File: config.mk
export PLATFORM = sky130hd
export DESIGN_NAME = hazard_scoreboard_unit_flat
export DESIGN_NICKNAME = d
export VERILOG_FILES = /design/src/rtl/hazard_scoreboard_unit_if.sv /design/src/rtl/hazard_scoreboard_unit.sv /design/src/flat_wrapper.sv
export SDC_FILE = /design/constraint.sdc
export NUM_CORES = 1
export LEC_CHECK = 0
export BUFFER_PORTS_ARGS = -buffer_cell sky130_fd_sc_hd__buf_2
export CAP_MARGIN = 20
export CELL_PAD_IN_SITES_DETAIL_PLACEMENT = 0
export CELL_PAD_IN_SITES_GLOBAL_PLACEMENT = 1
export CORE_UTILIZATION = 31
export DETAILED_ROUTE_END_ITERATION = 12
export GPL_TIMING_DRIVEN = 0
export HOLD_SLACK_MARGIN = 0.05
export PLACE_DENSITY = 0.88
export SLEW_MARGIN = 20
export SYNTH_ARGS = -nofsm -noshare
export SYNTH_HDL_FRONTEND = slang
export SYNTH_SLANG_ARGS = --single-unit
File: constraint.sdc
create_clock -name clk -period 2.7 [get_ports clk]
set_clock_uncertainty 0.2 [all_clocks]
set_input_delay 0.54 -clock clk [delete_from_list [all_inputs] [get_ports clk]]
set_output_delay 0.54 -clock clk [all_outputs]
set_load 0.05 [all_outputs]
File: src/rtl/hazard_scoreboard_unit_if.sv
// Pipeline <-> hazard unit signal bundle.
// The master side is the pipeline, which drives the register addresses and control bits.
// The slave side is the hazard unit, which returns the stall, flush, forward and MDU strobe signals.
interface hazard_scoreboard_unit_if #(
   parameter int unsigned AW = 5
);
   logic [AW-1:0] a1D, a2D, a3D;
   logic          RegWriteD, MduOpD;
   logic [AW-1:0] a1E, a2E, a3E;
   logic          RegWriteE;
   logic [1:0]    ResultSrcE;
   logic          MduStartE, PCSrcE;
   logic [AW-1:0] a3M, a3W;
   logic          RegWriteM, RegWriteW;
   logic          StallF, StallD, FlushD, FlushE;
   logic [1:0]    Fwd1E, Fwd2E;
   logic          MduWbW, MduBusy;
   logic [AW-1:0] MduRdW;

   modport master (
      output a1D, a2D, a3D, RegWriteD, MduOpD,
      output a1E, a2E, a3E, RegWriteE, ResultSrcE, MduStartE, PCSrcE,
      output a3M, RegWriteM, a3W, RegWriteW,
      input  StallF, StallD, FlushD, FlushE, Fwd1E, Fwd2E, MduWbW, MduRdW, MduBusy
   );

   modport slave (
      input  a1D, a2D, a3D, RegWriteD, MduOpD,
      input  a1E, a2E, a3E, RegWriteE, ResultSrcE, MduStartE, PCSrcE,
      input  a3M, RegWriteM, a3W, RegWriteW,
      output StallF, StallD, FlushD, FlushE, Fwd1E, Fwd2E, MduWbW, MduRdW, MduBusy
   );
endinterface

File: src/rtl/hazard_scoreboard_unit.sv
// Hazard unit for a 5-stage RV32 pipeline.
// Provides M/W operand forwarding, the load-use stall and the branch flush.
// Also scoreboards a single outstanding fixed-latency MUL/DIV op.
module hazard_scoreboard_unit #(
   parameter int unsigned NREG    = 32,
   parameter int unsigned AW      = $clog2(NREG),
   parameter int unsigned MDU_LAT = 4,
   parameter int unsigned FWD_EN  = 1
) (
   input logic clk,
   input logic rst,
   hazard_scoreboard_unit_if.slave hz
);

   logic          busy_q, busy_d;
   logic [AW-1:0] busy_rd_q, busy_rd_d;
   logic [3:0]    cnt_q, cnt_d;

   logic stall_lw, stall_mdu0, stall_mdu1, stall_struc, stall_ilk, stall;

   // True when src names dst and dst is a real register (x0 never creates a dependency).
   function automatic logic hit(input logic [AW-1:0] src, input logic [AW-1:0] dst);
      return (dst != '0) && (src == dst);
   endfunction

   // M beats W; a zero source never forwards.
   function automatic logic [1:0] fwd_sel(input logic [AW-1:0] src,
                                          input logic [AW-1:0] a3m, input logic rwm,
                                          input logic [AW-1:0] a3w, input logic rww);
      if (rwm && hit(src, a3m)) return 2'b10;
      if (rww && hit(src, a3w)) return 2'b01;
      return 2'b00;
   endfunction

   // Scoreboard registers; reset discards any pending MDU op.
   always_ff @(posedge clk or posedge rst) begin
      if (rst) begin
         busy_q    <= 1'b0;
         busy_rd_q <= '0;
         cnt_q     <= '0;
      end else begin
         busy_q    <= busy_d;
         busy_rd_q <= busy_rd_d;
         cnt_q     <= cnt_d;
      end
   end

   // Scoreboard next state: count down while busy, retire at zero; a new issue overwrites.
   always_comb begin
      busy_d    = busy_q;
      busy_rd_d = busy_rd_q;
      cnt_d     = cnt_q;
      if (busy_q) begin
         if (cnt_q == '0) busy_d = 1'b0;
         else             cnt_d  = cnt_q - 4'd1;
      end
      if (hz.MduStartE) begin
         busy_d    = 1'b1;
         busy_rd_d = hz.a3E;
         cnt_d     = 4'(MDU_LAT - 1);
      end
   end

   // Individual D-stage stall causes.
   always_comb begin
      stall_lw    = (hz.ResultSrcE == 2'b01) && hz.RegWriteE &&
                    (hit(hz.a1D, hz.a3E) || hit(hz.a2D, hz.a3E));
      stall_mdu0  = hz.MduStartE &&
                    (hit(hz.a1D, hz.a3E) || hit(hz.a2D, hz.a3E) ||
                     (hz.RegWriteD && hit(hz.a3D, hz.a3E)));
      stall_mdu1  = busy_q &&
                    (hit(hz.a1D, busy_rd_q) || hit(hz.a2D, busy_rd_q) ||
                     (hz.RegWriteD && hit(hz.a3D, busy_rd_q)));
      stall_struc = hz.MduOpD && (busy_q || hz.MduStartE);
      stall_ilk   = 1'b0;
      if (FWD_EN == 0) begin
         stall_ilk = (hz.RegWriteE && (hit(hz.a1D, hz.a3E) || hit(hz.a2D, hz.a3E))) ||
                     (hz.RegWriteM && (hit(hz.a1D, hz.a3M) || hit(hz.a2D, hz.a3M)));
      end
      stall = stall_lw || stall_mdu0 || stall_mdu1 || stall_struc || stall_ilk;
   end

   // Pipeline control outputs; a taken branch overrides the stall so F can load the target.
   always_comb begin
      hz.StallF  = stall && !hz.PCSrcE;
      hz.StallD  = stall && !hz.PCSrcE;
      hz.FlushD  = hz.PCSrcE;
      hz.FlushE  = stall || hz.PCSrcE;
      hz.Fwd1E   = 2'b00;
      hz.Fwd2E   = 2'b00;
      if (FWD_EN != 0) begin
         hz.Fwd1E = fwd_sel(hz.a1E, hz.a3M, hz.RegWriteM, hz.a3W, hz.RegWriteW);
         hz.Fwd2E = fwd_sel(hz.a2E, hz.a3M, hz.RegWriteM, hz.a3W, hz.RegWriteW);
      end
      hz.MduWbW  = busy_q && (cnt_q == '0);
      hz.MduRdW  = busy_rd_q;
      hz.MduBusy = busy_q;
   end

endmodule
File: src/flat_wrapper.sv
// flat-port wrapper written by rule: the top's interface ports become plain ports
module hazard_scoreboard_unit_flat 
#(
   parameter int unsigned NREG    = 32,
   parameter int unsigned AW      = $clog2(NREG),
   parameter int unsigned MDU_LAT = 4,
   parameter int unsigned FWD_EN  = 1
)
  (clk, rst, hz_a1D, hz_a2D, hz_a3D, hz_RegWriteD, hz_MduOpD, hz_a1E, hz_a2E, hz_a3E, hz_RegWriteE, hz_ResultSrcE, hz_MduStartE, hz_PCSrcE, hz_a3M, hz_RegWriteM, hz_a3W, hz_RegWriteW, hz_StallF, hz_StallD, hz_FlushD, hz_FlushE, hz_Fwd1E, hz_Fwd2E, hz_MduWbW, hz_MduRdW, hz_MduBusy);
  hazard_scoreboard_unit_if #(.AW(AW)) hz_i ();
  input logic clk;
  input logic rst;
  input wire logic [$bits(hz_i.a1D)-1:0] hz_a1D;
  input wire logic [$bits(hz_i.a2D)-1:0] hz_a2D;
  input wire logic [$bits(hz_i.a3D)-1:0] hz_a3D;
  input wire logic [$bits(hz_i.RegWriteD)-1:0] hz_RegWriteD;
  input wire logic [$bits(hz_i.MduOpD)-1:0] hz_MduOpD;
  input wire logic [$bits(hz_i.a1E)-1:0] hz_a1E;
  input wire logic [$bits(hz_i.a2E)-1:0] hz_a2E;
  input wire logic [$bits(hz_i.a3E)-1:0] hz_a3E;
  input wire logic [$bits(hz_i.RegWriteE)-1:0] hz_RegWriteE;
  input wire logic [$bits(hz_i.ResultSrcE)-1:0] hz_ResultSrcE;
  input wire logic [$bits(hz_i.MduStartE)-1:0] hz_MduStartE;
  input wire logic [$bits(hz_i.PCSrcE)-1:0] hz_PCSrcE;
  input wire logic [$bits(hz_i.a3M)-1:0] hz_a3M;
  input wire logic [$bits(hz_i.RegWriteM)-1:0] hz_RegWriteM;
  input wire logic [$bits(hz_i.a3W)-1:0] hz_a3W;
  input wire logic [$bits(hz_i.RegWriteW)-1:0] hz_RegWriteW;
  output wire logic [$bits(hz_i.StallF)-1:0] hz_StallF;
  output wire logic [$bits(hz_i.StallD)-1:0] hz_StallD;
  output wire logic [$bits(hz_i.FlushD)-1:0] hz_FlushD;
  output wire logic [$bits(hz_i.FlushE)-1:0] hz_FlushE;
  output wire logic [$bits(hz_i.Fwd1E)-1:0] hz_Fwd1E;
  output wire logic [$bits(hz_i.Fwd2E)-1:0] hz_Fwd2E;
  output wire logic [$bits(hz_i.MduWbW)-1:0] hz_MduWbW;
  output wire logic [$bits(hz_i.MduRdW)-1:0] hz_MduRdW;
  output wire logic [$bits(hz_i.MduBusy)-1:0] hz_MduBusy;
  assign hz_i.a1D = hz_a1D;
  assign hz_i.a2D = hz_a2D;
  assign hz_i.a3D = hz_a3D;
  assign hz_i.RegWriteD = hz_RegWriteD;
  assign hz_i.MduOpD = hz_MduOpD;
  assign hz_i.a1E = hz_a1E;
  assign hz_i.a2E = hz_a2E;
  assign hz_i.a3E = hz_a3E;
  assign hz_i.RegWriteE = hz_RegWriteE;
  assign hz_i.ResultSrcE = hz_ResultSrcE;
  assign hz_i.MduStartE = hz_MduStartE;
  assign hz_i.PCSrcE = hz_PCSrcE;
  assign hz_i.a3M = hz_a3M;
  assign hz_i.RegWriteM = hz_RegWriteM;
  assign hz_i.a3W = hz_a3W;
  assign hz_i.RegWriteW = hz_RegWriteW;
  assign hz_StallF = hz_i.StallF;
  assign hz_StallD = hz_i.StallD;
  assign hz_FlushD = hz_i.FlushD;
  assign hz_FlushE = hz_i.FlushE;
  assign hz_Fwd1E = hz_i.Fwd1E;
  assign hz_Fwd2E = hz_i.Fwd2E;
  assign hz_MduWbW = hz_i.MduWbW;
  assign hz_MduRdW = hz_i.MduRdW;
  assign hz_MduBusy = hz_i.MduBusy;
  hazard_scoreboard_unit #(.NREG(NREG), .AW(AW), .MDU_LAT(MDU_LAT), .FWD_EN(FWD_EN)) u_core (.clk(clk), .rst(rst), .hz(hz_i));
endmodule
==> impl_metrics.py, run 1 <==
metrics = {
    "detailed_routing": {
        "num_vias": 1160,
        "drtAntennaViolNets": 0,
        "routed_wl_mm": 3.13,
        "drtPass1Iterations": 4,
        "viasPerCell": 4.70,
        "drc_errors": 0,
        "wire_per_inst_microns": 12.7,
        "drt-initial-drc-count": 14,
    },
    "placement": {
        "place_congestion": 0.846,
        "io_buffers": 65,
        "place_worst_setup_slack_ns": -0.123,
        "hpwl_mm": 2.52,
    },
    "clocking": {
        "cts_tree": "done",
        "clockRootBuffer": "clkbuf_8",
        "clock_sinks": 10,
        "cts.clk_slew.worst_paths_ns": 0.05,
        "worstSkewPairLatency_ns": 0.23,
        "clk_path_buf_depth": 2,
        "cts_made_buffers": 3,
        "htreeDepth": 1,
    },
    "status": {
        "status": "completed",
    },
    "setup_path": {
        "r2r_slack_ns": 0.72,
        "worstRegToRegCells": 6,
        "r2r-end": "u_core.cnt_q[1]",
        "critPathLaunch": "u_core.hz.MduRdW[1]",
        "r2r_start": "u_core.cnt_q[0]",
        "cp_max_fo": 2,
        "worstPathRequired_ns": 1.96,
        "crit_path_end": "hz_StallF",
        "end_kind": "output pin",
        "arrival_ns": 1.95,
        "crit_path_start_kind": "flop",
        "critPathKind": "reg -> out",
    },
    "logic_synthesis": {
        "synth_cell_type_count": 32,
        "synth_edf_count": 0,
        "netlist_area_sq_um": 1140,
        "synth.net_count": 179,
        "syn_avg_cell_area_sq_um": 9.08,
        "synth_seq_area_share_pct": 21.9,
        "yosys_warnings": 0,
        "async_flop_share_pct": 100,
        "synth.ff_latch_count": 10,
        "synthCells": 126,
        "ys.flop_type": "dfrtp_1",
    },
    "grt": {
        "overflow": 0,
        "grt_pass1_wl_mm": 5.19,
        "antenna_found_initial": 0,
        "grt_usage_pct": 16.0,
        "grt_start_max_net_pins": 11,
        "grt_pass1_vias": 1183,
    },
    "final_layout": {
        "fill_cells": 339,
        "syn_to_final_growth_pct": 56.3,
        "drive_above_1_share_pct": 51.7,
        "nNetsFinal": 255,
        "n_antenna_cell": 0,
    },
    "pwr": {
        "p_leak_nw": 0.764,
        "ir_drop_mv": 0.516,
        "p_per_area_nw_per_um2": 457,
    },
    "floorplanning": {
        "row_count": 21,
        "die_h_microns": 62.7,
        "initial_core_util_pct": 33.2,
        "die_w_microns": 62.7,
        "die-area_sq_um": 3940,
        "core_area_sq_um": 3440,
        "io_pins": 66,
    },
    "sta": {
        "setup_tns_ns": 0,
        "final-hold-violation-count": 0,
        "whs_ns": 0.0651,
        "min_period_ns": 2.69,
        "worst_slack_ns": 0.00877,
        "finalMaxSlewViolations": 0,
        "setup_violations": 0,
        "rsz0062_at_grt": "true",
        "relSlewSlack_pct": 50.5,
        "period_share_pct": 99.7,
        "worst_pin_slew_ns": 0.736,
        "fmax_ghz": 0.372,
    },
    "run": {
        "maxCapViolCount": 0,
    },
    "hold_path": {
        "hold_path.class": "in -> async",
    },
}
[registers in the layout, indices dropped and copies added, names as in the netlist]
signal / cells
u_core.hz.MduBusy: 1
u_core.hz.MduRdW: 5
u_core.cnt_q: 4
[worst min path at each step]
stage                      end             from  slack [ns]  depth (start not counted)
2_1_floorplan  u_core.cnt_q[0]              rst        0.18                          1
3_3_place_gp   u_core.cnt_q[1]  u_core.cnt_q[1]        0.31                          1
3_5_place_dp   u_core.cnt_q[1]  u_core.cnt_q[1]        0.30                          1
4_1_cts        u_core.cnt_q[0]              rst        0.07                          2
5_1_grt        u_core.cnt_q[0]              rst        0.11                          2
6_report       u_core.cnt_q[1]              rst        0.07                          2
[report_power, final]
| group | total (W) | switching (W) | internal, W |
|---|---|---|---|
| Clock | 0.000183 | 0.0000549 | 0.000128 |
| Sequential | 0.000214 | 0.0000323 | 0.000181 |
| Combinational | 0.000421 | 0.000237 | 0.000184 |
[kinds of logic (layout without fill, tap and decap cells)]
kind of cell / count (synthesis) / after routing / share of synthesized area, %
AOI/OAI and AO/OA: 13 / 13 / 8.31
DFF: 10 / 10 / 21.9
adders and majority gates: 2 / 2 / 2.19
and+or+nand+nor: 34 / 34 / 18.5
muxes: 5 / 5 / 4.92
xor gates and xnor gates: 53 / 53 / 40.6
buffers and inverters: 9 / 84 / 3.61
[cells in the mapped netlist (2+ instances only)]
library cell   n  area, sq um
nand2b_1       2         12.5
mux2_2         5         56.3
o21ai_1        2         10.0
o22ai_1        2         12.5
nand3_1        5         25.0
xor2_1        24          210
or4_1          5         37.5
nor3_1         2         10.0
xnor2_1       29          254
nor2_1         5         18.8
dfrtp_1       10          250
buf_4          2         15.0
ha_1           2         25.0
nand2_1        3         11.3
inv_1          5         18.8
nor4_1         4         25.0
nor4_2         2         25.0
nand4_1        3         18.8
[metrics by stage]
step	power, W	utilization, %	std cells	instance area (sq um)
6_report	0.000818	51.9	247	1790
5_1_grt	0.000872	51.9	247	1790
4_1_cts	0.000812	50.0	246	1720
3_5_place_dp	0.000606	46.5	237	1600
3_3_place_gp	0.000603	46.5	237	1600
2_1_floorplan	0.000489	-	126	1220
[cell usage in the layout, fill, tap and decap left out, drive strengths merged, types with 3 or more instances in the layout]
cell type	count
nor2	5
or4	6
dfrtp	10
clkbuf	4
mux2	5
nand4	3
xnor2	29
buf	75
inv	5
xor2	24
nand3	5
nand2	3
nor4	6
o21ai	4
[worst max-delay path, stage by stage, from the launching register on]
cell	delay, ns
dfrtp_2	0.40
or4_4	0.54
o211ai_2	0.18
o21ai_2	0.07
a21oi_2	0.19
a21oi_4	0.08
buf_6	0.12
buf_8	0.14
[layer usage]
| layer | global-route usage (%) | routed length (microns) |
|---|---|---|
| met5 | 0 | 0 |
| met4 | 4.36 | 30 |
| met3 | 1.82 | 108 |
| met2 | 29.9 | 1720 |
| met1 | 19.1 | 1260 |
[repair_timing]
item                       CTS  global route
hold buffers                 0             0
gates resized for setup      8            16
setup endpoints to repair    5             5
pin swaps                    3            12
setup buffers                5             2
[cell type report]
class | instances | area [sq um] | share of cell area [%]
Tap cell | 46 | 57.6 | 3.22
Clock buffer | 4 | 55.1 | 3.08
Inverter | 5 | 18.8 | 1.05
Buffer | 3 | 22.5 | 1.26
Multi-Input combinational cell | 107 | 950 | 53.1
Timing Repair Buffer | 72 | 428 | 23.9
Sequential cell | 10 | 256 | 14.3
Note: power is estimated with default switching activity, not from simulation.
==> inputs of run 2 (changes only) <==
==> constraint.sdc (replaced) <==
create_clock -name clk -period 2.9 [get_ports clk]
set_clock_uncertainty 0.2 [all_clocks]
set_input_delay 0.58 -clock clk [delete_from_list [all_inputs] [get_ports clk]]
set_output_delay 0.58 -clock clk [all_outputs]
set_load 0.05 [all_outputs]
==> impl_metrics.py, run 2 (synthesis results as in run 1) <==
metrics = {
    "clocking": {
        "hold_buffers": 0,
        "clk_path_buf_depth": 2,
        "cts_tree": "done",
        "htreeDepth": 1,
        "worstSkewPairLatency_ns": 0.23,
        "clockRootBuffer": "clkbuf_8",
        "clock_sinks": 10,
        "cts.clk_slew.worst_paths_ns": 0.04,
        "cts_made_buffers": 3,
    },
    "setup_path": {
        "r2r_slack_ns": 0.90,
        "critPathKind": "in -> out",
        "crit_chain": "buf_2 -> or4_1 -> o21ai_2 -> nor4_2 -> nor4_4 -> buf_4",
        "end_kind": "output pin",
        "crit_path_start_kind": "primary input",
        "r2r_start": "u_core.cnt_q[0]",
        "arrival_ns": 2.04,
        "cp_slowest_cell": "or4_1",
        "critical-path-max-stage-delay_ns": 0.53,
        "worstRegToRegCells": 7,
        "worstPathRequired_ns": 2.12,
        "critPathLaunch": "hz_a3M[0]",
        "cp_max_fo": 3,
    },
    "sta": {
        "finalMaxSlewViolations": 0,
        "period_share_pct": 97.3,
        "worst_slack_ns": 0.0775,
        "final-hold-violation-count": 0,
        "fmax_ghz": 0.354,
        "setup_violations": 0,
        "min_period_ns": 2.82,
        "relSlewSlack_pct": 48.2,
        "worst_pin_slew_ns": 0.771,
    },
    "detailed_routing": {
        "wire_per_inst_microns": 12.6,
        "drtAntennaViolNets": 0,
        "num_vias": 1168,
        "viasPerCell": 4.73,
        "drt-initial-drc-count": 21,
        "routed_wl_mm": 3.11,
        "drtPass1Iterations": 3,
        "drc_errors": 0,
    },
    "placement": {
        "place_congestion": 0.828,
        "placed_area_sq_um": 1580,
        "io_buffers": 65,
        "place_worst_setup_slack_ns": 0.0102,
        "hpwl_mm": 2.55,
    },
    "grt": {
        "grt_usage_pct": 16.8,
        "antenna_found_initial": 0,
        "overflow": 0,
        "grt_pass1_wl_mm": 5.23,
        "grt_pass1_vias": 1143,
        "grt_start_max_net_pins": 11,
    },
    "final_layout": {
        "nNetsFinal": 256,
        "n_antenna_cell": 0,
        "layout.cells.most_common": "buf_2",
        "fin_area_sq_um": 1700,
        "syn_to_final_growth_pct": 48.5,
        "drive_above_1_share_pct": 48.3,
        "final_cell_mix": "buf_2, xnor2_1, xor2_1",
        "largest_reg_flops": 5,
    },
    "floorplanning": {
        "die_w_microns": 62.7,
        "core_area_sq_um": 3440,
        "die-area_sq_um": 3940,
        "die_h_microns": 62.7,
        "initial_core_util_pct": 33.2,
        "io_pins": 66,
        "row_count": 21,
    },
    "status": {
        "status": "completed",
    },
    "pwr": {
        "switching_share_pct": 41.2,
        "p_leak_nw": 0.738,
        "p_clk_share_pct": 19.5,
        "power_frac_comb_pct": 53.0,
        "pwr-share-seq_pct": 27.5,
        "power_w": 0.000719,
        "switchingPower_w": 0.000297,
        "ir_drop_mv": 0.383,
        "p_per_area_nw_per_um2": 423,
        "p_int_w": 0.000422,
    },
    "run": {
        "maxCapViolCount": 0,
    },
    "hold_path": {
        "hold_path.class": "in -> async",
    },
}
## run 2: power groups by stage
stage / sequential [W] / combinational [W] / clock [W]
floorplan: 0.000230 / 0.000223 / 0
global placement: 0.000203 / 0.000355 / 0
detailed placement: 0.000203 / 0.000359 / 0
CTS: 0.000202 / 0.000362 / 0.000143
global route: 0.000203 / 0.000418 / 0.000151
finish: 0.000198 / 0.000381 / 0.000140
## run 2: per-stage QoR
step | setup TNS [ns] | cells | hold slack, ns | util [%]
floorplan | -0.0811 | 126 | 0.220 | -
global placement | 0 | 237 | 0.303 | 46.0
detailed placement | 0 | 237 | 0.300 | 46.0
CTS | 0 | 240 | 0.112 | 47.3
global route | -0.0205 | 247 | 0.153 | 49.3
finish | 0 | 247 | 0.107 | 49.3
## run 2: final timing paths
path                                            end
worst max-delay path                    hz_Fwd1E[0]
worst min-delay path            u_core.hz.MduRdW[3]
worst max register to register      u_core.cnt_q[3]
worst min register to register      u_core.cnt_q[1]
max in group asynchronous       u_core.hz.MduRdW[4]
min in group clk                    u_core.cnt_q[1]
## run 2: critical path, delay by kind of cell
kind / cells / cell delay [ns]
AOI/OAI and AO/OA: 1 / 0.21
buffers and inverters: 2 / 0.35
and+or+nand+nor: 3 / 0.89
## run 2: layer usage
metal	vias to the layer above	global-route usage [%]	part of all wire, %
li1	589	-	-
met1	554	20.5	43
met2	21	29.3	53
met3	4	1.82	2.3
met4	0	7.56	1.4
met5	-	0	0
## run 2: layout make-up
type	instances	area (sq um)
clock buffers	3	41.3
multi-input cells	107	912
well taps	46	57.6
inverters	5	18.8
repair buffers	72	392
plain buffers	4	22.5
fillers	333	1740
flip-flops and latches	10	254
## run 2: timing repair
item / 4_1_cts / 5_1_grt
setup endpoints to repair: 1 / 5
resized for setup: 3 / 7
buffers inserted: 0 / 7
pin swaps: 0 / 3
==> inputs of run 3 (changes only) <==
--- a/config.mk
+++ b/config.mk
@@ -14,6 +14,7 @@
 export GPL_TIMING_DRIVEN = 0
 export HOLD_SLACK_MARGIN = 0.05
 export PLACE_DENSITY = 0.88
+export REMOVE_ABC_BUFFERS = 1
 export SLEW_MARGIN = 20
 export SYNTH_ARGS = -nofsm -noshare
 export SYNTH_HDL_FRONTEND = slang
==> impl_metrics.py, run 3 (synthesis results as in run 1) <==
metrics = {
    "final_layout": {
        "syn_to_final_growth_pct": 36.1,
        "fin_util_pct": 45.2,
        "drive_above_1_share_pct": 42.6,
        "largest_reg_flops": 5,
        "layout.cells.most_common": "buf_2",
        "n_antenna_cell": 0,
        "nNetsFinal": 245,
        "final_cell_mix": "buf_2, xnor2_1, xor2_1",
    },
    "floorplanning": {
        "initial_core_util_pct": 33.2,
        "die_w_microns": 62.7,
        "row_count": 21,
        "core_area_sq_um": 3440,
        "die_h_microns": 62.7,
        "io_pins": 66,
        "die-area_sq_um": 3940,
    },
    "placement": {
        "io_buffers": 65,
        "place_congestion": 0.757,
        "hpwl_mm": 2.45,
    },
    "sta": {
        "relSlewSlack_pct": 45.2,
        "rsz0062_at_grt": "false",
        "final-hold-violation-count": 0,
        "setup_violations": 0,
        "min_period_ns": 2.80,
        "fmax_ghz": 0.357,
        "worst_pin_slew_ns": 0.815,
        "finalMaxSlewViolations": 0,
        "period_share_pct": 96.7,
    },
    "setup_path": {
        "crit_chain": "buf_2 -> or4_1 -> o21ai_2 -> nor4_1 -> nor4_2 -> buf_2",
        "worstRegToRegCells": 7,
        "critical-path-max-stage-delay_ns": 0.53,
        "crit_path_start_kind": "primary input",
        "critPathKind": "in -> out",
        "cp.buffers_inverters": 2,
        "cp_num_cells": 6,
        "worstPathRequired_ns": 2.12,
        "end_kind": "output pin",
        "crit_family": "simple AND/OR/NAND/NOR gates",
        "crit_path_frequent_cell": "buf_2",
        "cp_slowest_cell": "or4_1",
        "arrival_ns": 2.02,
        "cp_max_fo": 3,
    },
    "grt": {
        "grt_usage_pct": 15.8,
        "grt_pass1_vias": 1102,
        "overflow": 0,
        "grt_start_max_net_pins": 14,
        "antenna_found_initial": 0,
        "grt_pass1_wl_mm": 5.01,
    },
    "clocking": {
        "clockRootBuffer": "clkbuf_8",
        "cts_made_buffers": 3,
        "cts.clk_slew.worst_paths_ns": 0.04,
        "post-cts-setup-buffers": 0,
        "worstSkewPairLatency_ns": 0.23,
        "clock_sinks": 10,
        "cts_tree": "done",
        "clk_path_buf_depth": 2,
        "htreeDepth": 1,
    },
    "detailed_routing": {
        "viasPerCell": 4.74,
        "drtAntennaViolNets": 0,
        "routed_wl_mm": 2.93,
        "num_vias": 1118,
        "drtPass1Iterations": 4,
        "drc_errors": 0,
        "wire_per_inst_microns": 12.4,
        "drt-initial-drc-count": 23,
    },
    "pwr": {
        "pwr-share-seq_pct": 29.7,
        "ir_drop_mv": 0.327,
        "power_frac_comb_pct": 50.1,
        "p_clk_share_pct": 20.2,
        "p_leak_nw": 0.687,
        "power_w": 0.000683,
        "p_per_area_nw_per_um2": 439,
        "switchingPower_w": 0.000282,
        "p_int_w": 0.000401,
        "switching_share_pct": 41.3,
    },
    "status": {
        "status": "completed",
    },
    "run": {
        "maxCapViolCount": 0,
    },
    "hold_path": {
        "hold_path.class": "in -> async",
    },
}
==> run 3: cell types whose count changed in the layout (fill, tap and decap cells not counted), moves of 2 or more <==
cell / before / now
buf_4: 10 / 2
nor4_4: 3 / 0
clkbuf_4: 2 / 0
dfrtp_2: 3 / 0
dfrtp_1: 7 / 10
nor4_2: 1 / 3
buf_2: 61 / 63
==> run 3: final cells by class <==
cell class / count / area, sq um
fillers: 350 / 1890
inverters: 5 / 18.8
flip-flops and latches: 10 / 250
well taps: 46 / 57.6
repair buffers: 65 / 330
multi-input cells: 107 / 858
clock buffers: 3 / 41.3
==> run 3: power groups by stage <==
stage / logic, W / clock network (W) / registers (W)
after floorplan: 0.000200 / 0 / 0.000231
after global placement: 0.000334 / 0 / 0.000205
after detailed placement: 0.000338 / 0 / 0.000205
after CTS: 0.000342 / 0.000143 / 0.000203
after global routing: 0.000380 / 0.000150 / 0.000208
final: 0.000343 / 0.000138 / 0.000203
==> run 3: path summary, 6_finish.rpt <==
| check | slack (ns) | start | end |
|---|---|---|---|
| setup / recovery | 0.1 | hz_a3M[0] | hz_Fwd2E[0] |
| hold / removal | 0.11 | rst | u_core.hz.MduRdW[4] |
| setup reg to reg | 0.87 | u_core.cnt_q[0] | u_core.cnt_q[3] |
| hold reg to reg | 0.31 | u_core.cnt_q[1] | u_core.cnt_q[1] |
| max in group asynchronous | 2.14 | rst | u_core.cnt_q[2] |
| min in group clk | 0.31 | u_core.cnt_q[1] | u_core.cnt_q[1] |
==> run 3: per-stage QoR <==
| stage | setup TNS (ns) | cell area, sq um | hold WS, ns | setup slack [ns] | cells |
|---|---|---|---|---|---|
| 6_report | 0 | 1560 | 0.106 | 0.0962 | 236 |
| 4_1_cts | 0 | 1550 | 0.114 | 0.0851 | 236 |
| 3_5_place_dp | 0 | 1500 | 0.303 | 0.0871 | 233 |
| 3_3_place_gp | 0 | 1500 | 0.310 | 0.0879 | 233 |
| 5_1_grt | 0 | 1560 | 0.128 | 0.0120 | 236 |
| 2_1_floorplan | -3.90 | 1120 | 0.220 | -0.825 | 122 |
==> run 3: timing repair <==
item / in CTS / in global routing
hold endpoints to repair: 0 / 0
setup endpoints to repair: 0 / 2
gates resized for setup: 0 / 5
hold buffers: 0 / 0
==> run 3: routing by layer <==
metal | routed length, microns | global-route usage, %
met5 | 0 | 0
met4 | 14 | 4.36
met3 | 186 | 1.82
met2 | 1410 | 28.1
met1 | 1320 | 20.0
